==> src/rtl/wash_sequencer.sv <==
// wash_sequencer: washing-machine phase controller; sequences fill/wash/drain/rinse/spin
// by loading an external BCD timer per phase and advancing on its terminal count.
module wash_sequencer #(
    parameter logic [7:0] T_FILL  = 8'h15,
    parameter logic [7:0] T_WASH  = 8'h31,
    parameter logic [7:0] T_RINSE = 8'h20,
    parameter logic [7:0] T_DRAIN = 8'h10,
    parameter logic [7:0] T_SPIN  = 8'h25
) (
    input  logic       CP,
    input  logic       CR,
    input  logic       START,
    input  logic       PAUSE,
    input  logic       ABORT,
    input  logic [1:0] MODE,
    input  logic       QCC,
    output logic [7:0] RS,
    output logic       LD,
    output logic       CE,
    output logic       VALVE_IN,
    output logic       MOTOR_WASH,
    output logic       VALVE_OUT,
    output logic       MOTOR_SPIN,
    output logic [2:0] PHASE,
    output logic [1:0] RINSE_LEFT,
    output logic       DONE
);
    typedef enum logic [2:0] {
        S_IDLE  = 3'd0,
        S_FILL  = 3'd1,
        S_WASH  = 3'd2,
        S_DRAIN = 3'd3,
        S_RINSE = 3'd4,
        S_SPIN  = 3'd5,
        S_DONE  = 3'd6
    } state_t;

    state_t     state, state_n;
    logic [1:0] rinse_left, rinse_n;
    logic       first, first_n;
    logic       last_drain, last_n;
    logic       started, started_n;
    logic       paused, paused_n;
    logic       in_phase, next_in_phase, adv, abort_go;

    always_ff @(posedge CP or negedge CR) begin
        if (!CR) begin
            state      <= S_IDLE;
            rinse_left <= 2'd0;
            first      <= 1'b0;
            last_drain <= 1'b0;
            started    <= 1'b0;
            paused     <= 1'b0;
        end else begin
            state      <= state_n;
            rinse_left <= rinse_n;
            first      <= first_n;
            last_drain <= last_n;
            started    <= started_n;
            paused     <= paused_n;
        end
    end

    always_comb begin
        in_phase  = state != S_IDLE && state != S_DONE;
        CE        = in_phase && !first && !paused;
        adv       = CE && QCC;
        abort_go  = in_phase && ABORT && !(state == S_DRAIN && last_drain);
        state_n   = state;
        rinse_n   = rinse_left;
        last_n    = last_drain;
        started_n = started;
        case (state)
            S_IDLE: if (START) begin
                state_n   = S_FILL;
                rinse_n   = MODE == 2'd0 ? 2'd1 : MODE == 2'd2 ? 2'd3 : 2'd2;
                last_n    = 1'b0;
                started_n = 1'b0;
            end
            S_FILL:  if (adv) state_n = started ? S_RINSE : S_WASH;
            S_WASH: if (adv) begin
                state_n   = S_DRAIN;
                started_n = 1'b1;
            end
            S_RINSE: if (adv) begin
                state_n = S_DRAIN;
                rinse_n = rinse_left - 2'd1;
            end
            S_DRAIN: if (adv) state_n = last_drain ? S_DONE : rinse_left != 2'd0 ? S_FILL : S_SPIN;
            S_SPIN:  if (adv) state_n = S_DONE;
            S_DONE:  if (!START) state_n = S_IDLE;
            default: state_n = S_IDLE;
        endcase
        if (abort_go) begin
            state_n = S_DRAIN;
            last_n  = 1'b1;
        end
        next_in_phase = state_n != S_IDLE && state_n != S_DONE;
        // An abort out of a non-final drain stays in DRAIN yet must still reload the timer.
        first_n  = abort_go || (state_n != state && next_in_phase);
        paused_n = PAUSE && !abort_go && next_in_phase;
        RS = state == S_FILL  ? T_FILL  :
             state == S_WASH  ? T_WASH  :
             state == S_DRAIN ? T_DRAIN :
             state == S_RINSE ? T_RINSE :
             state == S_SPIN  ? T_SPIN  : 8'h00;
        LD         = first;
        VALVE_IN   = state == S_FILL && !paused;
        MOTOR_WASH = (state == S_WASH || state == S_RINSE) && !paused;
        VALVE_OUT  = (state == S_DRAIN || state == S_SPIN) && !paused;
        MOTOR_SPIN = state == S_SPIN && !paused;
        PHASE      = state;
        RINSE_LEFT = rinse_left;
        DONE       = state == S_DONE;
    end
endmodule

==> config.mk <==
export PLATFORM = sky130hd
export DESIGN_NAME = wash_sequencer
export DESIGN_NICKNAME = d
export VERILOG_FILES = /design/src/rtl/wash_sequencer.sv
export SDC_FILE = /design/constraint.sdc
export NUM_CORES = 1
export LEC_CHECK = 0
export ABC_AREA = 1
export CAP_MARGIN = 25
export CORE_MARGIN = 5
export CORE_UTILIZATION = 35
export CTS_BUF_LIST = sky130_fd_sc_hd__clkbuf_8
export CTS_CLUSTER_DIAMETER = 80
export DETAILED_ROUTE_END_ITERATION = 16
export SKIP_CTS_REPAIR_TIMING = 1
export SLEW_MARGIN = 10
export SYNTH_ARGS = -nofsm -noshare
export SYNTH_HDL_FRONTEND = slang
export SYNTH_SLANG_ARGS = --single-unit
==> constraint.sdc <==
create_clock -name CP -period 4.05 [get_ports CP]
set_input_delay 0.6075 -clock CP [delete_from_list [all_inputs] [get_ports CP]]
set_output_delay 0.6075 -clock CP [all_outputs]
set_load 0.02 [all_outputs]
==> results list <==
* Clock sink count: 9
- Area occupied by multi-input gates: 467.9 um^2
* Pre-CTS worst setup slack: 1767 ps
- After synthesis, the netlist uses 25 different library cells.
- For the worst-skew pair, the clock arrives at the later sink with an insertion delay of 230 ps.
* Cell family with most CP delay: buffers and inverters
* Number of flops mapped to enable cells by yosys: 0
* Area inside the core boundary: 0.002170 mm^2
- Total of endpoints with negative setup slack in the final report: 0
- For this design the top-level I/O count stands at 28.
- Data arrives at the worst endpoint at 1960 ps.
- Cell area power density: 886.2 mW/mm^2
- After filler insertion, the fill cell instance count of the layout stands at 239.
- Dividing the detail-routed via count by the number of cells gives 4.774.
- DRC violation total after the first TritonRoute iteration: 11
- Dividing the detail-routed wire length by the instance count gives 12.10 um.
- Number of antenna violations at the first check in global routing: 0
- Global-route wire length before repair: 3353 um
- Synth-to-layout area growth: 35.77%
- Accumulated negative setup slack: 0 ps
* Number of H-tree levels: 1
- The tree is rooted in a sky130_fd_sc_hd__clkbuf_8.
- The mapped netlist covers 787.0 um^2.
- For this run, the leading register cell type out of synthesis is sky130_fd_sc_hd__dfrtp_1.
- The die is 57.42 um tall.
* CP startpoint kind: register
- Achievable frequency: 389.9 MHz
- Synthesis warning total: 0
- Clock tree from TritonCTS: built
- On the worst path, the slowest cell contributes a delay of 610 ps.
- Total instance count after detailed placement: 164
* Length of the first detailed-routing pass in iterations: 4
- Gate count after technology mapping: 115
* Final number of hold-violating endpoints: 0
- Slew Viols, Final: 0
- Clock transition at the register clock pins on the worst setup and hold paths after CTS: 40 ps
- Total gr overflow: 0
* Outcome: complete, no violations
- The count of buffers added on input and output ports is 23.
- The synthesized design contains 9 register bits.
* Total vias in the final route: 802
- Hold Path Class: register to register
- DRC violations left: 0
- Traced cell by cell, the critical path runs through inv_2, nand3_1, a21oi_1, clkdlybuf4s50_1.
- Initial cell density of the core: 36.27%
* Setup repair after global routing missed its margin: no
* Skew final: 0.2852 ps
* Global routing usage summed across all routing layers: 12.90%
- STA puts the critical path data required time at 3440 ps.
- Overall Power: 0.9469 mW
- Sequential standard cell area: 225.2 um^2
* Antenna-violating nets left: 0
- Number of buffers and inverters on the critical path: 2
* Antenna cells: 0
* P_leak: 0.5424 nW
* Portion of the post-synthesis area used by sequential elements: 28.62%
- Max-cap violations in this run came to 0.
- Averaged over all synthesized cells, the footprint is 6.844 um^2.
- Full die area: 0.003297 mm^2
- The critical path in this run is classified as register to primary output.
- Worst Setup Slack, final: 1485 ps
* IR Drop Worst-Case VDD: 0.3753 mV
- Among all stages on the critical path, the largest delay is contributed by sky130_fd_sc_hd__clkdlybuf4s50_1.
- Share of layout cells above drive strength 1: 17.86%
* Minimum clock period after layout: 2565 ps
- Count of nets after finishing: 150
- Maximum number of pins on one net before global-route repair: 12
- Along the worst path, the maximum fanout reaches 11.
* Buffer depth of the longest clock path: 2
- Clock buffer count from CTS: 3
* Fraction of synthesis flops using an asynchronous set or reset pin: 100.0%
* Worst hold-check slack: 571.8 ps
- The worst setup path is captured at a primary output.
- Die boundary width: 57.42 um
- The worst path uses 63.33% of the clock period.
- Final wirelength: 2032 um
* Detailed-placement wirelength estimate: 1667 um
* Non-filler cells, final: 168
- Site Rows: 17
* Routability congestion estimate from global placement: 0.8376
* Number of global-route vias before repair: 775
Yosys cell counts (2+ instances only):
cell                       count  area [um^2]
sky130_fd_sc_hd__o21ai_0       6        30.03
sky130_fd_sc_hd__nand3_2       5        50.05
sky130_fd_sc_hd__dfrtp_1       9        225.2
sky130_fd_sc_hd__a21oi_1       2        10.01
sky130_fd_sc_hd__nor2_4        2        22.52
sky130_fd_sc_hd__nand2_1      36        135.1
sky130_fd_sc_hd__inv_2         4        15.01
sky130_fd_sc_hd__nand3_1      10        50.05
sky130_fd_sc_hd__clkinv_1      2        7.510
sky130_fd_sc_hd__buf_4         4        30.03
sky130_fd_sc_hd__nand2_2       4        25.02
sky130_fd_sc_hd__inv_1        11        41.29
sky130_fd_sc_hd__nor2_1        7        26.28
sky130_fd_sc_hd__nor2_2        2        12.51
per-stage QoR:
| step | area (um^2) | utilization [%] |
|---|---|---|
| after detailed placement | 1022 | 47.12 |
| final | 1069 | 49.25 |
| after global placement | 1022 | 47.12 |
| after floorplan | 798.3 | - |
| after CTS | 1069 | 49.25 |
| after global routing | 1069 | 49.25 |
worst register-to-register path, cell delays in order (launching register included):
cell	delay, ps
sky130_fd_sc_hd__dfrtp_1	600
sky130_fd_sc_hd__inv_2	140
sky130_fd_sc_hd__nand3_1	220
sky130_fd_sc_hd__nand2_1	80
sky130_fd_sc_hd__nor2_1	110
sky130_fd_sc_hd__nand2_1	80
sky130_fd_sc_hd__nand2_1	100
sky130_fd_sc_hd__nand2_2	70
sky130_fd_sc_hd__nand2_1	70
sky130_fd_sc_hd__nand3_1	80
sky130_fd_sc_hd__nor2_1	100
sky130_fd_sc_hd__nand2_1	50
sky130_fd_sc_hd__nand2_1	50
sky130_fd_sc_hd__nand2_1	50
cell type report:
cell class                      instances  share of cell area, %
Clock buffer                            3                  3.864
Clock inverter                          1                 0.4684
Inverter                               17                  5.972
Multi-Input combinational cell         87                  43.79
Sequential cell                         9                  21.08
Tap cell                               28                  3.279
Timing Repair Buffer                   23                  21.55
placed cells by master, fill, tap and decap left out, drive strengths merged:
cell / n
a21oi: 3
and3: 1
clkbuf: 3
clkdlybuf4s50: 23
clkinv: 3
conb: 4
dfrtp: 9
ha: 1
inv: 15
nand2: 41
nand3: 15
nand4: 3
nor2: 11
nor3: 1
o211ai: 1
o21ai: 6
sequential cells by signal (all words and copies together), names as in the netlist:
| signal | flops |
|---|---|
| PHASE | 3 |
| RINSE_LEFT | 2 |
| LD | 1 |
| last_drain | 1 |
| paused | 1 |
| started | 1 |
layer usage:
| layer | track usage, % | share of wire, % |
|---|---|---|
| met1 | 15.76 | 44 |
| met2 | 21.45 | 47 |
| met3 | 2.262 | 6.7 |
| met4 | 6.623 | 1.9 |
| met5 | 0 | 0 |
cell families (layout without fill, tap and decap cells):
group                      count (synthesis)  in the layout  share of synthesized area, %
and+or+nand+nor                           72             72                         48.81
buffers and inverters                     22             44                         13.35
AOI/OAI and AO/OA                         10             10                         7.155
DFF                                        9              9                         28.62
adders and majority gates                  1              1                         1.590
other                                      1              4                        0.4765
where the power goes:
group,internal [mW],switching (mW)
clock,0.0671,0.0369
combinational,0.257,0.392
sequential,0.133,0.0600
total,0.458,0.489
worst paths after layout:
check	start	endpoint	slack [ps]	cells after the start
hold / removal	started	started	570	2
setup reg to reg	PHASE[2]	LD	2140	13
min in group asynchronous	CR	RINSE_LEFT[1]	670	1
setup / recovery	PHASE[2]	MOTOR_WASH	1480	4
max in group asynchronous	CR	LD	3090	1
hold reg to reg	started	started	570	2
No activity file was read; power rests on OpenSTA's default activity.
